--- config.mk ---
export PLATFORM = sky130hd
export DESIGN_NAME = mem_arbiter_flat
export DESIGN_NICKNAME = d
export VERILOG_FILES = /design/src/rtl/mem_arbiter_pkg.sv /design/src/rtl/mem_arbiter_if.sv /design/src/rtl/mem_arbiter_rr_arb2.sv /design/src/rtl/mem_arbiter.sv /design/src/flat_wrapper.sv
export SDC_FILE = /design/constraint.sdc
export NUM_CORES = 1
export LEC_CHECK = 0
export BUFFER_PORTS_ARGS = -buffer_cell sky130_fd_sc_hd__buf_2
export CORE_MARGIN = 3
export CORE_UTILIZATION = 48
export DETAILED_ROUTE_END_ITERATION = 16
export PLACE_DENSITY = 0.79
export SYNTH_ARGS = -nofsm -noshare
export SYNTH_HDL_FRONTEND = slang
export SYNTH_SLANG_ARGS = --single-unit
export TNS_END_PERCENT = 1
--- constraint.sdc ---
create_clock -name clk -period 2.05 [get_ports clk]
set_input_delay 0.1025 -clock clk [delete_from_list [all_inputs] [get_ports clk]]
set_output_delay 0.1025 -clock clk [all_outputs]
set_load 0.03 [all_outputs]
--- src/rtl/mem_arbiter_pkg.sv ---
// Shared types and default widths for the two-port memory arbiter.
package mem_arb_pkg;

    localparam int ADDR_W = 5;
    localparam int DATA_W = 8;

    typedef enum logic [1:0] {
        IDLE,
        ACCESS,
        DONE
    } state_t;

    // Request captured from the winning port at grant time.
    typedef struct packed {
        logic              we;
        logic [ADDR_W-1:0] addr;
        logic [DATA_W-1:0] wdata;
    } mem_req_t;

endpackage

--- src/rtl/mem_arbiter_if.sv ---
// Bundle of requester handshakes and memory strobes around the arbiter.
interface mem_arbiter_if;
    import mem_arb_pkg::*;

    logic              req0;
    logic              req1;
    logic              we0;
    logic              we1;
    logic [ADDR_W-1:0] addr0;
    logic [ADDR_W-1:0] addr1;
    logic [DATA_W-1:0] wdata0;
    logic [DATA_W-1:0] wdata1;
    logic              ack0;
    logic              ack1;
    logic [DATA_W-1:0] rdata0;
    logic [DATA_W-1:0] rdata1;
    logic              busy;
    logic              mem_read;
    logic              mem_write;
    logic [ADDR_W-1:0] mem_addr;
    logic [DATA_W-1:0] mem_data_in;
    logic [DATA_W-1:0] mem_data_out;

    // Arbiter view.
    modport slave (
        input  req0, req1, we0, we1, addr0, addr1, wdata0, wdata1, mem_data_out,
        output ack0, ack1, rdata0, rdata1, busy,
               mem_read, mem_write, mem_addr, mem_data_in
    );

    // Requesters and memory view.
    modport master (
        output req0, req1, we0, we1, addr0, addr1, wdata0, wdata1, mem_data_out,
        input  ack0, ack1, rdata0, rdata1, busy,
               mem_read, mem_write, mem_addr, mem_data_in
    );

endinterface

--- src/rtl/mem_arbiter_rr_arb2.sv ---
// Combinational two-way round-robin grant; last names the previous winner.
module rr_arb2 (
    input  logic       req0,
    input  logic       req1,
    input  logic       last,
    output logic [1:0] gnt
);

    // A lone request wins; on a tie the requester that did not win last time goes.
    always_comb begin
        gnt    = 2'b00;
        gnt[0] = req0 & (~req1 | last);
        gnt[1] = req1 & (~req0 | ~last);
    end

endmodule

--- src/rtl/mem_arbiter.sv ---
// Shares a single-port memory between two requesters: grant, one access cycle,
// then a one-cycle acknowledge carrying registered read data.
module mem_arbiter
    import mem_arb_pkg::*;
(
    input  logic          clk,
    input  logic          rst,
    mem_arbiter_if.slave  bus
);

    state_t            state;
    mem_req_t          req_q;
    mem_req_t          req_sel;
    logic              last;
    logic [1:0]        gnt;
    logic [1:0]        gnt_q;
    logic [1:0]        ack_q;
    logic [DATA_W-1:0] rdata0_q;
    logic [DATA_W-1:0] rdata1_q;
    logic              busy_q;
    logic              rd_q;
    logic              wr_q;

    rr_arb2 u_arb (
        .req0 (bus.req0),
        .req1 (bus.req1),
        .last (last),
        .gnt  (gnt)
    );

    // Steer the winning port's payload toward the request latch.
    always_comb begin
        req_sel = '{we: bus.we0, addr: bus.addr0, wdata: bus.wdata0};
        if (gnt[1]) begin
            req_sel = '{we: bus.we1, addr: bus.addr1, wdata: bus.wdata1};
        end
    end

    // Sequencer: latch the grant, strobe memory for one cycle, then acknowledge.
    // Strobes are registered so an asynchronous reset removes them at once.
    always_ff @(posedge clk or posedge rst) begin
        if (rst) begin
            state    <= IDLE;
            last     <= 1'b1;
            gnt_q    <= 2'b00;
            req_q    <= '0;
            ack_q    <= 2'b00;
            rdata0_q <= '0;
            rdata1_q <= '0;
            busy_q   <= 1'b0;
            rd_q     <= 1'b0;
            wr_q     <= 1'b0;
        end else begin
            case (state)
                IDLE: begin
                    if (gnt != 2'b00) begin
                        state  <= ACCESS;
                        gnt_q  <= gnt;
                        last   <= gnt[1];
                        req_q  <= req_sel;
                        busy_q <= 1'b1;
                        wr_q   <= req_sel.we;
                        rd_q   <= ~req_sel.we;
                    end
                end
                ACCESS: begin
                    state <= DONE;
                    wr_q  <= 1'b0;
                    rd_q  <= 1'b0;
                    ack_q <= gnt_q;
                    if (!req_q.we) begin
                        if (gnt_q[0]) rdata0_q <= bus.mem_data_out;
                        if (gnt_q[1]) rdata1_q <= bus.mem_data_out;
                    end
                end
                DONE: begin
                    state  <= IDLE;
                    ack_q  <= 2'b00;
                    busy_q <= 1'b0;
                end
                default: begin
                    state  <= IDLE;
                    ack_q  <= 2'b00;
                    busy_q <= 1'b0;
                    wr_q   <= 1'b0;
                    rd_q   <= 1'b0;
                end
            endcase
        end
    end

    // Address and write data hold the last latched request between accesses.
    assign bus.mem_addr    = req_q.addr;
    assign bus.mem_data_in = req_q.wdata;
    assign bus.mem_read    = rd_q;
    assign bus.mem_write   = wr_q;
    assign bus.ack0        = ack_q[0];
    assign bus.ack1        = ack_q[1];
    assign bus.rdata0      = rdata0_q;
    assign bus.rdata1      = rdata1_q;
    assign bus.busy        = busy_q;

endmodule

--- src/flat_wrapper.sv ---
// flat-port wrapper written by rule: the top's interface ports become plain ports
module mem_arbiter_flat import mem_arb_pkg::*;
  (clk, rst, bus_req0, bus_req1, bus_we0, bus_we1, bus_addr0, bus_addr1, bus_wdata0, bus_wdata1, bus_mem_data_out, bus_ack0, bus_ack1, bus_rdata0, bus_rdata1, bus_busy, bus_mem_read, bus_mem_write, bus_mem_addr, bus_mem_data_in);
  mem_arbiter_if bus_i ();
  input  logic clk;
  input  logic rst;
  input wire logic [$bits(bus_i.req0)-1:0] bus_req0;
  input wire logic [$bits(bus_i.req1)-1:0] bus_req1;
  input wire logic [$bits(bus_i.we0)-1:0] bus_we0;
  input wire logic [$bits(bus_i.we1)-1:0] bus_we1;
  input wire logic [$bits(bus_i.addr0)-1:0] bus_addr0;
  input wire logic [$bits(bus_i.addr1)-1:0] bus_addr1;
  input wire logic [$bits(bus_i.wdata0)-1:0] bus_wdata0;
  input wire logic [$bits(bus_i.wdata1)-1:0] bus_wdata1;
  input wire logic [$bits(bus_i.mem_data_out)-1:0] bus_mem_data_out;
  output wire logic [$bits(bus_i.ack0)-1:0] bus_ack0;
  output wire logic [$bits(bus_i.ack1)-1:0] bus_ack1;
  output wire logic [$bits(bus_i.rdata0)-1:0] bus_rdata0;
  output wire logic [$bits(bus_i.rdata1)-1:0] bus_rdata1;
  output wire logic [$bits(bus_i.busy)-1:0] bus_busy;
  output wire logic [$bits(bus_i.mem_read)-1:0] bus_mem_read;
  output wire logic [$bits(bus_i.mem_write)-1:0] bus_mem_write;
  output wire logic [$bits(bus_i.mem_addr)-1:0] bus_mem_addr;
  output wire logic [$bits(bus_i.mem_data_in)-1:0] bus_mem_data_in;
  assign bus_i.req0 = bus_req0;
  assign bus_i.req1 = bus_req1;
  assign bus_i.we0 = bus_we0;
  assign bus_i.we1 = bus_we1;
  assign bus_i.addr0 = bus_addr0;
  assign bus_i.addr1 = bus_addr1;
  assign bus_i.wdata0 = bus_wdata0;
  assign bus_i.wdata1 = bus_wdata1;
  assign bus_i.mem_data_out = bus_mem_data_out;
  assign bus_ack0 = bus_i.ack0;
  assign bus_ack1 = bus_i.ack1;
  assign bus_rdata0 = bus_i.rdata0;
  assign bus_rdata1 = bus_i.rdata1;
  assign bus_busy = bus_i.busy;
  assign bus_mem_read = bus_i.mem_read;
  assign bus_mem_write = bus_i.mem_write;
  assign bus_mem_addr = bus_i.mem_addr;
  assign bus_mem_data_in = bus_i.mem_data_in;
  mem_arbiter u_core (.clk(clk), .rst(rst), .bus(bus_i));
endmodule
# == Word level (Yosys, flattened, before mapping) ==
# Cells that the tools add are included.
# op_classes
add_sub_neg,0
n_mul,0
n_div,0
n_lt_le_gt_ge,0
n_eq_ne,3
shifts,0
n_mux,10
bitwise_logic,11
reduce_logical,7
# op_table
operator,n
$mux W14,1
$pmux W2 S2,2
$not A1 Y1,7
$pmux W1 S2,3
$reduce_and A2 Y1,3
$reduce_and A3 Y1,2
$mux W1,3
$and A1 B1 Y1,2
$eq A2 B1 Y1 const B,1
$eq A2 B2 Y1 const B,1
$logic_not A2 Y1,1
$mux W2,1
$ne A2 B1 Y1 const B,1
$or A1 B1 Y1,2
$reduce_bool A2 Y1,1
# word_totals
regBits,40
latchBits,0
mem_bits_rw,0
rom_bits,0
output_inout_bits,34
wordCells,43
mem_count,0

# == Depth between registers and ports, before layout ==
# depth
word_depth,7
mapped_depth,5
ltp_nobuf,4

# == Hierarchy ==
# From an unflattened synthesis, not the netlist that was laid out.
# unflattened
hier_cells,129
hier_area_um2,1893.1
# modules_own_cells
mod,n_inst,cells_each,area_each_um2
mem_arbiter,1,126,1874.3
rr_arb2,1,3,18.8

# == Least setup slack after synthesis ==
# OpenSTA, ideal clock, no wires.
# synth_timing
path_kind,flip-flop to flip-flop
from,register u_core.state[1]
to,register u_core.req_q (netlist bit u_core.bus.mem_addr[0])
setup_ps,125
t_arrival_ps,1376
t_required_ps,1925
setup_slack_ps,549
path_stages_with_launch,6
synth_period_minus_slack_ps,1501
cell_sequence,dfrtp_1 > nor2_2 > o21ai_1 > inv_2 > buf_4 > mux2_4
# synth_between
elab_chain_len,2
# synth_lines
element,line_no,text
start: declaration,mem_arbiter.sv:11,state_t state;
start signal: assignment,mem_arbiter.sv:43,state <= IDLE;
start signal: assignment,mem_arbiter.sv:57,state <= ACCESS;
start signal: assignment,mem_arbiter.sv:67,state <= DONE;
$logic_not A2 Y1,mem_arbiter.sv:54,case (state)
$reduce_and A2 Y1 (no line),n/a,
end signal: assignment,mem_arbiter.sv:60,req_q <= req_sel;
end: declaration,mem_arbiter.sv:12,mem_req_t req_q;
# Every way passes these cells.
# A chain may end at the register's enable or synchronous reset.

# == Worst setup path in the final report ==
# layout_timing
from,register u_core.state[1]
to,register u_core.req_q (netlist bit u_core.bus.mem_data_in[3])
# The elaborated chain is that of the path after synthesis.

==> results.toml <==
[logic_synthesis]
synth.most_common_cell = "dfrtp_1"
synth_xor_area_share_pct = 0
synthCells = 128
synthDominantCellAreaShare_pct = 52.7
synth_common_cells = "dfrtp_1, mux2_2, mux2_4, buf_4"
synth_nets = 168
synth_mux_area_share_pct = 30.9
yosys-top-cells-area = "dfrtp_1, mux2_2, mux2_4"
synth_cell_type_count = 25
synthAdderAreaFrac_pct = 0
synth-simple-area-share_pct = 2.23
netlist_area_um2 = 1850
synth-seq-cells = 40
synth_top_family_by_area = "multiplexers"
yosys.area.top_type = "dfrtp_1"
syn_avg_cell_area_um2 = 14.5
synth_edf_count = 0
yosysWarnings = 0
synthArstFlopShare_pct = 100
ys.flop_type = "dfrtp_1"
synth_compound_area_share_pct = 4.66
seq_area_frac_synth_pct = 54.1

[power]
p_sw_mw = 1.65
power.density_nw_per_um2 = 1730
pwr-share-comb_pct = 50.4
swShare_pct = 42.7
p_leak_nw = 1.15
pwr-share-seq_pct = 36.9
clockPowerShare_pct = 12.7
ir_worst_vdd_uv = 793
p_int_mw = 2.22

[floorplan]
core-area_um2 = 3520
dieArea_um2 = 4640
die_w_um = 68.1
io_pins = 74
initial_core_util_pct = 52.6
die_height_um = 68.1
row_count = 21

[clock_network]
root_buffer = "clkbuf_8"
htreeDepth = 2
clk_pin_slew_ns = 0.08
cts_setup_buffers = 0
cts_resized = 0
cts.sink_count = 40
numCtsBuffers = 5
cts_tree = "built"
clk_path_buf_depth = 2
insertion_delay_ns = 0.29

[setup_path]
worst_ep_required_time_ns = 2.22
startpoint = "u_core.state[1]$_DFFE_PP0P_"
max_stage_delay_ns = 0.44
path_max_fanout = 16
start_kind = "flip-flop"
arrival_ns = 1.86
endpoint_kind = "flip-flop"
r2r-start = "u_core.state[1]$_DFFE_PP0P_"
cpMaxStageDelayCell = "dfrtp_1"
crit_chain = "nor2_2 -> o21ai_1 -> inv_2 -> mux2_2"
criticalPathCategory = "flip-flop to flip-flop"

[sta]
worstMarginPinSlew_ns = 0.485
slew_violations = 0
tns_ns = 0
relSlewSlack_pct = 67.7
fin_crit_ns = 1.68
rsz0062_at_grt = "false"
max_freq_mhz = 595
period_share_pct = 82.0
finalHoldViolations = 0
setup_viol_count_final = 0
finClkSkew_ns = 0.00791
holdWs_ns = 0.0545

[hold_path]
min_from = "bus_mem_data_out[5]"
hold_class = "primary input to flip-flop"

[final_layout]
drive_gt1_share_pct = 64.9
diodes = 0
fillers = 295
final_net_count = 233
seqCellArea_um2 = 1000
multi_input_area_um2 = 701
fin_util_pct = 63.7
areaGrowthSynthToFinish_pct = 21.1

[grt]
grt_pass1_wl_mm = 5.40
grt-ovfl-total = 0
grt_max_degree = 41
antenna_found_initial = 0
grt_pass1_vias = 1149
track_usage_pct = 16.3

[placement]
gp_congestion = 0.764
portBuffers = 73
hpwlAfterDp_mm = 2.66

[routing]
wl_mm = 3.54
vias = 1201
ant_nets = 0
drt_iter0_drc = 56
routedWlPerCell_um = 14.7
vias_per_cell = 5.00
drc = 0
firstDrtPassIters = 4

[outcome]
status = "finished clean"

[run]
cap_viol_max_count = 0
[sequential cells by signal, summed over array words and instances, names as in the netlist, 2 cells and up]
signal,count
u_core.bus.mem_data_in,8
u_core.bus.rdata0,8
u_core.bus.rdata1,8
u_core.bus.mem_addr,5
u_core.ack_q,2
u_core.gnt_q,2
u_core.state,2
[worst max-delay path: cells and delay by family (launching register included)]
kind / cells / cell delay [ns]
flip-flops: 1 / 0.44
AO/OA/AOI/OAI: 1 / 0.16
AND/OR/NAND/NOR: 1 / 0.25
buffers and inverters: 1 / 0.33
multiplexers: 1 / 0.39
[power by group through the flow]
stage	sequential [mW]	combinational, mW	clock [mW]
after floorplan	1.81	1.27	0
after global placement	1.41	1.93	0
after detailed placement	1.44	1.97	0
after CTS	1.43	1.98	0.507
after global routing	1.48	2.08	0.548
final	1.43	1.95	0.493
[placed cells by master, fill, tap and decap left out]
cell type / n
dfrtp_1: 39
a21bo_4: 1
clkbuf_8: 5
inv_2: 1
a22o_1: 1
clkinv_2: 1
mux2_4: 16
o21ai_0: 2
nor2_1: 2
nor2_2: 1
nand2_1: 1
inv_1: 4
nor2b_1: 1
mux2_2: 26
and3_1: 2
a21boi_0: 1
nand3_1: 1
a31oi_1: 1
a21oi_1: 3
a32o_1: 1
o21bai_1: 1
dfstp_2: 1
dlygate4sd3_1: 1
buf_4: 1
o21ai_1: 1
clkbuf_1: 2
mux2i_1: 4
buf_2: 73
[worst paths after layout]
| kind | end | slack (ns) | depth (start not counted) |
|---|---|---|---|
| hold / removal | u_core.bus.rdata1[5]$_DFFE_PP0P_ | 0.05 | 2 |
| min in group asynchronous | u_core.bus.mem_addr[3]$_DFFE_PP0P_ | 0.46 | 4 |
| hold reg to reg | u_core.bus.rdata1[5]$_DFFE_PP0P_ | 0.50 | 1 |
| setup reg to reg | u_core.bus.mem_data_in[3]$_DFFE_PP0P_ | 0.37 | 4 |
| max in group asynchronous | u_core.last$_DFFE_PP1P_ | 1.22 | 4 |
| setup / recovery | u_core.bus.mem_data_in[3]$_DFFE_PP0P_ | 0.37 | 4 |
[through the flow]
step / worst slack [ns] / std cells / power, mW / area, um^2
global placement: 0.448 / 231 / 3.35 / 2150
floorplan: 0.549 / 128 / 3.08 / 1850
finish: 0.370 / 240 / 3.87 / 2240
detailed placement: 0.368 / 231 / 3.41 / 2150
CTS: 0.360 / 240 / 3.92 / 2240
global route: 0.212 / 240 / 4.10 / 2240
[repair_timing]
action / CTS / global route
hold buffers: 1 / 0
setup endpoints to repair: 0 / 0
hold endpoints to repair: 39 / 0
[layer usage]
metal | global-route usage [%] | vias to the layer above | wire (um)
met2 | 27.1 | 58 | 1730
met1 | 18.8 | 576 | 1390
li1 | - | 561 | -
met5 | 0 | - | 0
met3 | 6.24 | 6 | 362
met4 | 6.70 | 0 | 59
[logic make-up (layout without fill, tap and decap cells)]
logic type	count (synthesis)	after routing
buffers and inverters	22	88
DFF	40	40
and+or+nand+nor	8	8
muxes	46	46
AOI/OAI and AO/OA	12	12
[final cells by class]
cell class	instances	share of cell area, %
sequential	40	44.7
multi-input combinational	66	31.2
timing repair buffer	75	17.1
clock buffer	7	3.40
tap	46	2.57
inverter	5	0.837
clock inverter	1	0.223
Note: power is estimated with default switching activity, not from simulation.
